### config.mk
export PLATFORM = sky130hd
export DESIGN_NAME = pipeline_sequencer
export DESIGN_NICKNAME = d
export VERILOG_FILES = /design/src/rtl/pipeline_sequencer.sv
export SDC_FILE = /design/constraint.sdc
export NUM_CORES = 1
export LEC_CHECK = 0
export BUFFER_PORTS_ARGS = -buffer_cell sky130_fd_sc_hd__buf_2
export CAP_MARGIN = 10
export CORE_UTILIZATION = 55
export CTS_CLUSTER_DIAMETER = 200
export DETAILED_ROUTE_END_ITERATION = 8
export PLACE_DENSITY_LB_ADDON = 0.25
export SLEW_MARGIN = 5
export SYNTH_ARGS = -nofsm -noshare
export SYNTH_HDL_FRONTEND = slang
export SYNTH_SLANG_ARGS = --single-unit
### constraint.sdc
create_clock -name clk -period 4.65 [get_ports clk]
set_input_delay 1.395 -clock clk [delete_from_list [all_inputs] [get_ports clk]]
set_output_delay 1.395 -clock clk [all_outputs]
set_load 0.01 [all_outputs]
### src/rtl/pipeline_sequencer.sv
// Stall/flush sequencer for the FETCH->EX pipeline: squashes the wrong-path slot after a
// taken jump, holds the pipe around the iterative multiplier, and counts stalled cycles.
module pipeline_sequencer #(
    parameter int FLUSH_CYCLES = 1,
    parameter int MUL_TIMEOUT  = 64,
    parameter int CNT_W        = 16
) (
    input  logic             clk,
    input  logic             rst_n,
    input  logic             ex_valid,
    input  logic             ex_jump,
    input  logic [3:0]       ex_aluop,
    input  logic             mul_done,
    output logic             stall_EX,
    output logic             fetch_hold,
    output logic             mul_start,
    output logic             mul_err,
    output logic [CNT_W-1:0] stall_count
);

    typedef enum logic [1:0] {RUN, FLUSH, MUL_WAIT, MUL_WB} state_t;

    state_t     state, next_state;
    logic [3:0] flush_cnt;
    logic [7:0] wait_cnt;
    logic       is_mul, is_jmp;
    logic       mul_timeout;

    assign is_jmp      = ex_valid & ex_jump;
    assign is_mul      = ex_valid & (ex_aluop inside {4'b0101, 4'b0110, 4'b0111});
    assign mul_timeout = (wait_cnt == 8'(MUL_TIMEOUT - 1));

    // NOTE: every output of this block gets a default first so no path leaves one
    // unassigned, which would otherwise infer a latch.
    always_comb begin
        next_state = state;
        stall_EX   = 1'b0;
        fetch_hold = 1'b0;
        mul_start  = 1'b0;
        case (state)
            RUN: begin
                // The jump itself must write back (jal link), so it beats a mul decode.
                if (is_jmp) begin
                    next_state = FLUSH;
                end else if (is_mul) begin
                    mul_start  = 1'b1;
                    stall_EX   = 1'b1;
                    fetch_hold = 1'b1;
                    next_state = MUL_WAIT;
                end
            end
            FLUSH: begin
                stall_EX = 1'b1;
                if (flush_cnt == 4'd0) next_state = RUN;
            end
            MUL_WAIT: begin
                stall_EX   = 1'b1;
                fetch_hold = 1'b1;
                if (mul_done || mul_timeout) next_state = mul_done ? MUL_WB : RUN;
            end
            MUL_WB: begin
                fetch_hold = 1'b1;
                next_state = RUN;
            end
            default: next_state = RUN;
        endcase
    end

    // NOTE: sequential state uses non-blocking assignments so every register samples
    // pre-edge values regardless of statement order.
    always_ff @(posedge clk or negedge rst_n) begin
        if (!rst_n) begin
            state       <= RUN;
            flush_cnt   <= '0;
            wait_cnt    <= '0;
            mul_err     <= 1'b0;
            stall_count <= '0;
        end else begin
            state <= next_state;

            if (state == RUN && is_jmp)
                flush_cnt <= 4'(FLUSH_CYCLES - 1);
            else if (state == FLUSH && flush_cnt != 4'd0)
                flush_cnt <= flush_cnt - 4'd1;

            if (state == RUN && is_mul && !is_jmp)
                wait_cnt <= '0;
            else if (state == MUL_WAIT && !mul_done && !mul_timeout)
                wait_cnt <= wait_cnt + 8'd1;

            // A timed-out result is dropped; the error stays until the next reset.
            if (state == MUL_WAIT && !mul_done && mul_timeout)
                mul_err <= 1'b1;

            if ((stall_EX || fetch_hold) && stall_count != {CNT_W{1'b1}})
                stall_count <= stall_count + CNT_W'(1);
        end
    end

endmodule
==> impl_metrics.toml, run 1 <==
[critical_path]
crit_type = "input port to primary output"
crit_path_start = "ex_jump"
critPathTopFamily = "simple AND/OR/NAND/NOR gates"
timing.rr.start = "state[0]"
crit_chain = "buf_2 -> nand2b_1 -> nor4_1 -> buf_4 -> nor2_1 -> nor2_1 -> buf_2"
reg2reg_depth = 5
rrSetupSlack_ns = 2.42
crit_fanout = 11
cp_slowest_cell = "nor4_1"
required_ns = 3.25
arrival_ns = 2.47
worstReg2RegEnd = "stall_count[15]"
crit_buf_inv = 3
crit_end = "stall_EX"
cp-start-kind = "input port"
critPathCaptureType = "primary output"
slowest_delay_ns = 0.31
path_depth = 7

[cts]
cts_resized = 0
cts.sinks = 31
path_clk_slew_ns = 0.10
postCtsSetupBuffers = 0
clockBufferDepth = 2
cts_tree = "yes"
cts_inserted_buffers = 5
cts_root_buf = "clkbuf_4"
htreeDepth = 2
clk_latency_ns = 0.33
cts_hold_buffers = 0

[detailed_routing]
finalWirelength_um = 3298
drt-initial-drc-count = 109
vias_per_cell = 5.617
first_pass_iters = 4
ant_nets = 0
drc_errors = 0
avgRoutedWirePerCell_um = 13.30
vias = 1393

[min_path]
min_path_type = "register to register"
hold_path_startpoint = "mul_err"

[final_layout]
area_delta_synth_final_pct = 15.11
multi_input_area_um2 = 909.6
drive_gt1_share_pct = 19.90
fill_cells = 217
antennaDiodeCount = 0
finalNetCount = 222
seqCellArea_um2 = 775.7

[timing]
tightest_slew_ns = 0.7704
period_share_pct = 83.21
maxSlewHeadroom_pct = 48.21
finalCriticalPeriod_ns = 3.869
max_freq_mhz = 258.4
finClkSkew_ns = 0.01002
rsz0062_at_grt = "no"
maxSlewViolCount = 0
hold_viol_final = 0
setup_viol = 0
setup_tns_ns = 0

[grt]
track_usage_pct = 22.65
first_global_vias = 1372
antenna_found_initial = 0
gr-total-overflow = 0
grt_max_degree = 32
grt_first_pass_wirelength_um = 5823

[logic_synthesis]
synthXorXnorAreaFrac_pct = 11.64
yosysSeqAreaShare_pct = 44.83
ys_ff_latch = 31
netlist.area_leader.share_pct = 44.83
yosysTopAreaCell = "dfrtp_1"
synth-edff-count = 0
yosys_warnings = 0
ys_top_cells_by_area = "dfrtp_1 (45%), xor2_1 (8.6%), ha_1 (5.8%), nor2_1 (3.5%), xnor2_1 (3.0%)"
netlist_instances = 171
synth_fa_ha_area_share_pct = 5.785
syn_area_mm2 = 0.001730
synth_top_family_by_area = "simple AND/OR/NAND/NOR gates"
async_reset_ff_share_pct = 100.0
syn_nets = 188
synth-compound-area-share_pct = 8.821
ys.flop_type = "dfrtp_1"
post_synth_num_cell_types = 44
yosys.area_share.simple_pct = 23.93
synth.area.mux_share_pct = 2.386
avgSynthCellArea_um2 = 10.12

[floorplanning]
ios = 29
core-area_mm2 = 0.002877
floorplan.initialDensity_pct = 60.16
rows = 19
die_area_mm2 = 0.003374
die_y_um = 58.09
die_w_um = 58.09

[placement]
io_buffer_count = 28
dp_hpwl_um = 2434
gp_routability_congestion = 0.8466

[status]
status = "finished clean"

[pwr]
ir_drop_mv = 0.3939
power_density_mw_per_mm2 = 558.9
total_power_mw = 1.113
leakage_nw = 0.8881

[run]
cap_violations = 0
## final cells by class
| class | instances | area share [%] |
|---|---|---|
| Multi-Input combinational cell | 128 | 45.67 |
| Inverter | 10 | 1.884 |
| Tap cell | 42 | 2.638 |
| Clock buffer | 8 | 3.455 |
| Timing Repair Buffer | 29 | 7.412 |
| Sequential cell | 31 | 38.94 |
## worst min-delay path by stage
stage | to | slack (ns) | cells past startpoint
6_report | mul_err | 0.48 | 1
5_1_grt | mul_err | 0.51 | 1
4_1_cts | mul_err | 0.49 | 1
3_5_place_dp | mul_err | 0.46 | 1
3_3_place_gp | mul_err | 0.45 | 1
2_1_floorplan | wait_cnt[1] | 0.51 | 2
## cells in the final DEF (no fill, tap or decap), types with 4 or more instances in the layout
cell,n
dfrtp_1,31
buf_2,28
xor2_1,17
nor2_1,16
inv_1,10
nand3_1,10
nand2_1,9
ha_1,8
nor4_1,6
xnor2_1,6
nor3_1,6
clkbuf_4,5
nand4_1,4
or4_1,4
## metrics by stage
stage | hold WS, ns | std cells | instance area, um^2 | setup slack (ns) | util, %
after floorplan | 0.5075 | 171 | 1730 | 0.8733 | -
after global placement | 0.4531 | 240 | 1923 | 0.9362 | 66.86
after detailed placement | 0.4645 | 240 | 1923 | 0.8142 | 66.86
after CTS | 0.4877 | 248 | 1992 | 0.8099 | 69.25
after global routing | 0.5140 | 248 | 1992 | 0.7258 | 69.25
final | 0.4786 | 248 | 1992 | 0.7807 | 69.25
## cell families (layout without fill, tap and decap cells)
kind of cell | Yosys count | after routing
AOI/OAI and AO/OA | 20 | 20
DFF | 31 | 31
buffers and inverters | 12 | 47
and+or+nand+nor | 73 | 73
muxes | 4 | 4
xor gates and xnor gates | 23 | 23
adders and majority gates | 8 | 8
## flip-flops by register name, indices dropped and copies added (netlist names)
signal       flops
stall_count     16
wait_cnt         8
flush_cnt        4
state            2
mul_err          1
## power breakdown
part | switching, mW | internal, mW
clock | 0.0888 | 0.0889
combinational | 0.271 | 0.204
sequential | 0.104 | 0.356
total | 0.464 | 0.649
## worst reg2reg max path, cell delays in order (launching register included)
cell and delay, ns:
dfrtp_1 0.41, ha_1 0.26, or2_0 0.21, o311a_1 0.53, or4b_1 0.59, xnor2_1 0.14
## synth_stat cells, drive strengths merged, types with 4 or more instances
cell,instances
dfrtp,31
xor2,17
nor2,16
inv,10
nand3,10
nand2,9
ha,8
nor4,7
nor3,6
xnor2,6
nand4,4
or4,4
## layer usage
metal / vias up / wire, um / GRT usage, %
li1: 687 / - / -
met1: 666 / 1516 / 29.28
met2: 32 / 1585 / 35.63
met3: 8 / 135 / 6.250
met4: 0 / 61 / 10.20
met5: - / 0 / 0
Power figures use the tool's default switching activity.
==> run 2, diff against run 1 <==
==> constraint.sdc (replaced) <==
create_clock -name clk -period 3.8 [get_ports clk]
set_input_delay 1.14 -clock clk [delete_from_list [all_inputs] [get_ports clk]]
set_output_delay 1.14 -clock clk [all_outputs]
set_load 0.01 [all_outputs]
==> impl_metrics.toml, run 2 (synthesis results as in run 1) <==
[critical_path]
crit_chain = "buf_2 -> nand2b_1 -> nor4_1 -> buf_4 -> nor2_1 -> nor2_1 -> buf_2"
cp_slowest_cell = "nor4_1"
required_ns = 2.66
arrival_ns = 2.21
rrSetupSlack_ns = 1.56
worstReg2RegEnd = "stall_count[15]"
cp-start-kind = "input port"
crit_fanout = 11
reg2reg_depth = 5
crit_type = "input port to primary output"
slowest_delay_ns = 0.30
crit_path_start = "ex_jump"
critPathCaptureType = "primary output"
timing.rr.start = "state[0]"

[final_layout]
final_cell_mix = "dfrtp_1 (31), buf_2 (28), xor2_1 (17), nor2_1 (16)"
fill_cells = 225
finalNetCount = 222
final_common_cell = "dfrtp_1"
top_regs = "stall_count x16, wait_cnt x8, flush_cnt x4"
largest_reg_flops = 16
area_delta_synth_final_pct = 15.11
antennaDiodeCount = 0
regMostFlops = "stall_count"
stdcell_area_mm2 = 0.001992
drive_gt1_share_pct = 19.90

[timing]
setup_tns_ns = 0
setup_viol = 0
maxSlewViolCount = 0
rsz0062_at_grt = "no"
finalCriticalPeriod_ns = 3.349
max_freq_mhz = 298.6
finClkSkew_ns = 0.01175
maxSlewHeadroom_pct = 48.22
hold_viol_final = 0
period_share_pct = 88.12
tightest_slew_ns = 0.7704

[detailed_routing]
vias = 1396
ant_nets = 0
drt-initial-drc-count = 107
vias_per_cell = 5.629
drc_errors = 0
first_pass_iters = 4
avgRoutedWirePerCell_um = 13.29
finalWirelength_um = 3296

[floorplanning]
die_y_um = 58.09
core-area_mm2 = 0.002877
floorplan.initialDensity_pct = 60.16
die_w_um = 58.09
rows = 19
ios = 29
die_area_mm2 = 0.003374

[status]
status = "finished clean"

[grt]
grt_max_degree = 32
antenna_found_initial = 0
gr-total-overflow = 0
first_global_vias = 1372
track_usage_pct = 22.75
grt_first_pass_wirelength_um = 5837

[min_path]
hold_depth = 1
worstHoldEndpoint = "mul_err"
hold_path_startpoint = "mul_err"
min_path_type = "register to register"

[placement]
gp_routability_congestion = 0.8466
dp_hpwl_um = 2440
placed_area_mm2 = 0.001923
io_buffer_count = 28

[pwr]
ir_drop_mv = 0.4795
leakage_nw = 0.8881
power_density_mw_per_mm2 = 683.3
total_power_mw = 1.361

[cts]
cts.sinks = 31
htreeDepth = 2
cts_inserted_buffers = 5
cts_resized = 0
postCtsSetupBuffers = 0
cts_root_buf = "clkbuf_4"
clk_latency_ns = 0.33
clockBufferDepth = 2
cts_hold_buffers = 0
cts_tree = "yes"
path_clk_slew_ns = 0.10

[run]
cap_violations = 0
## run 2: layout make-up
type                       instances  area, um^2  share of cell area (%)
sequential                        31       775.7                   38.94
tap                               42       52.55                   2.638
multi-input combinational        128       909.6                   45.67
inverter                          10       37.54                   1.884
timing repair buffer              29       147.6                   7.412
clock buffer                       8       68.82                   3.455
## run 2: critical path, delay by kind of cell
family / cells / cell delay, ns
buffers and inverters: 3 / 0.49
AND/OR/NAND/NOR: 4 / 0.57
## run 2: routing by layer
metal	wire, um	global-route usage, %	vias to the layer above	share of wire (%)
met2	1572	36.29	35	48
met4	57	9.864	0	1.7
li1	-	-	690	-
met1	1521	28.84	663	46
met3	145	6.696	8	4.4
met5	0	0	-	0
## run 2: where the power goes
| group | leakage, nW | switching (mW) | internal (mW) | total (mW) |
|---|---|---|---|---|
| registers | 0.387 | 0.127 | 0.436 | 0.563 |
| logic | 0.463 | 0.332 | 0.249 | 0.582 |
| clock network | 0.0386 | 0.107 | 0.109 | 0.216 |
| total | 0.888 | 0.567 | 0.794 | 1.36 |
## run 2: per-stage QoR
stage               worst slack, ns  cells  hold slack, ns  util (%)
floorplan                    0.5333    171          0.5075         -
global placement             0.5962    240          0.4531     66.86
detailed placement           0.4698    240          0.4645     66.86
CTS                          0.4652    248          0.4877     69.25
global route                 0.3742    248          0.5140     69.25
finish                       0.4515    248          0.4792     69.25
## run 2: how the worst max path moves through the flow
stage	endpoint	cells after the start
5_1_grt	stall_EX	7
3_5_place_dp	stall_EX	7
3_3_place_gp	stall_EX	7
4_1_cts	stall_EX	7
6_report	stall_EX	7
2_1_floorplan	stall_EX	5
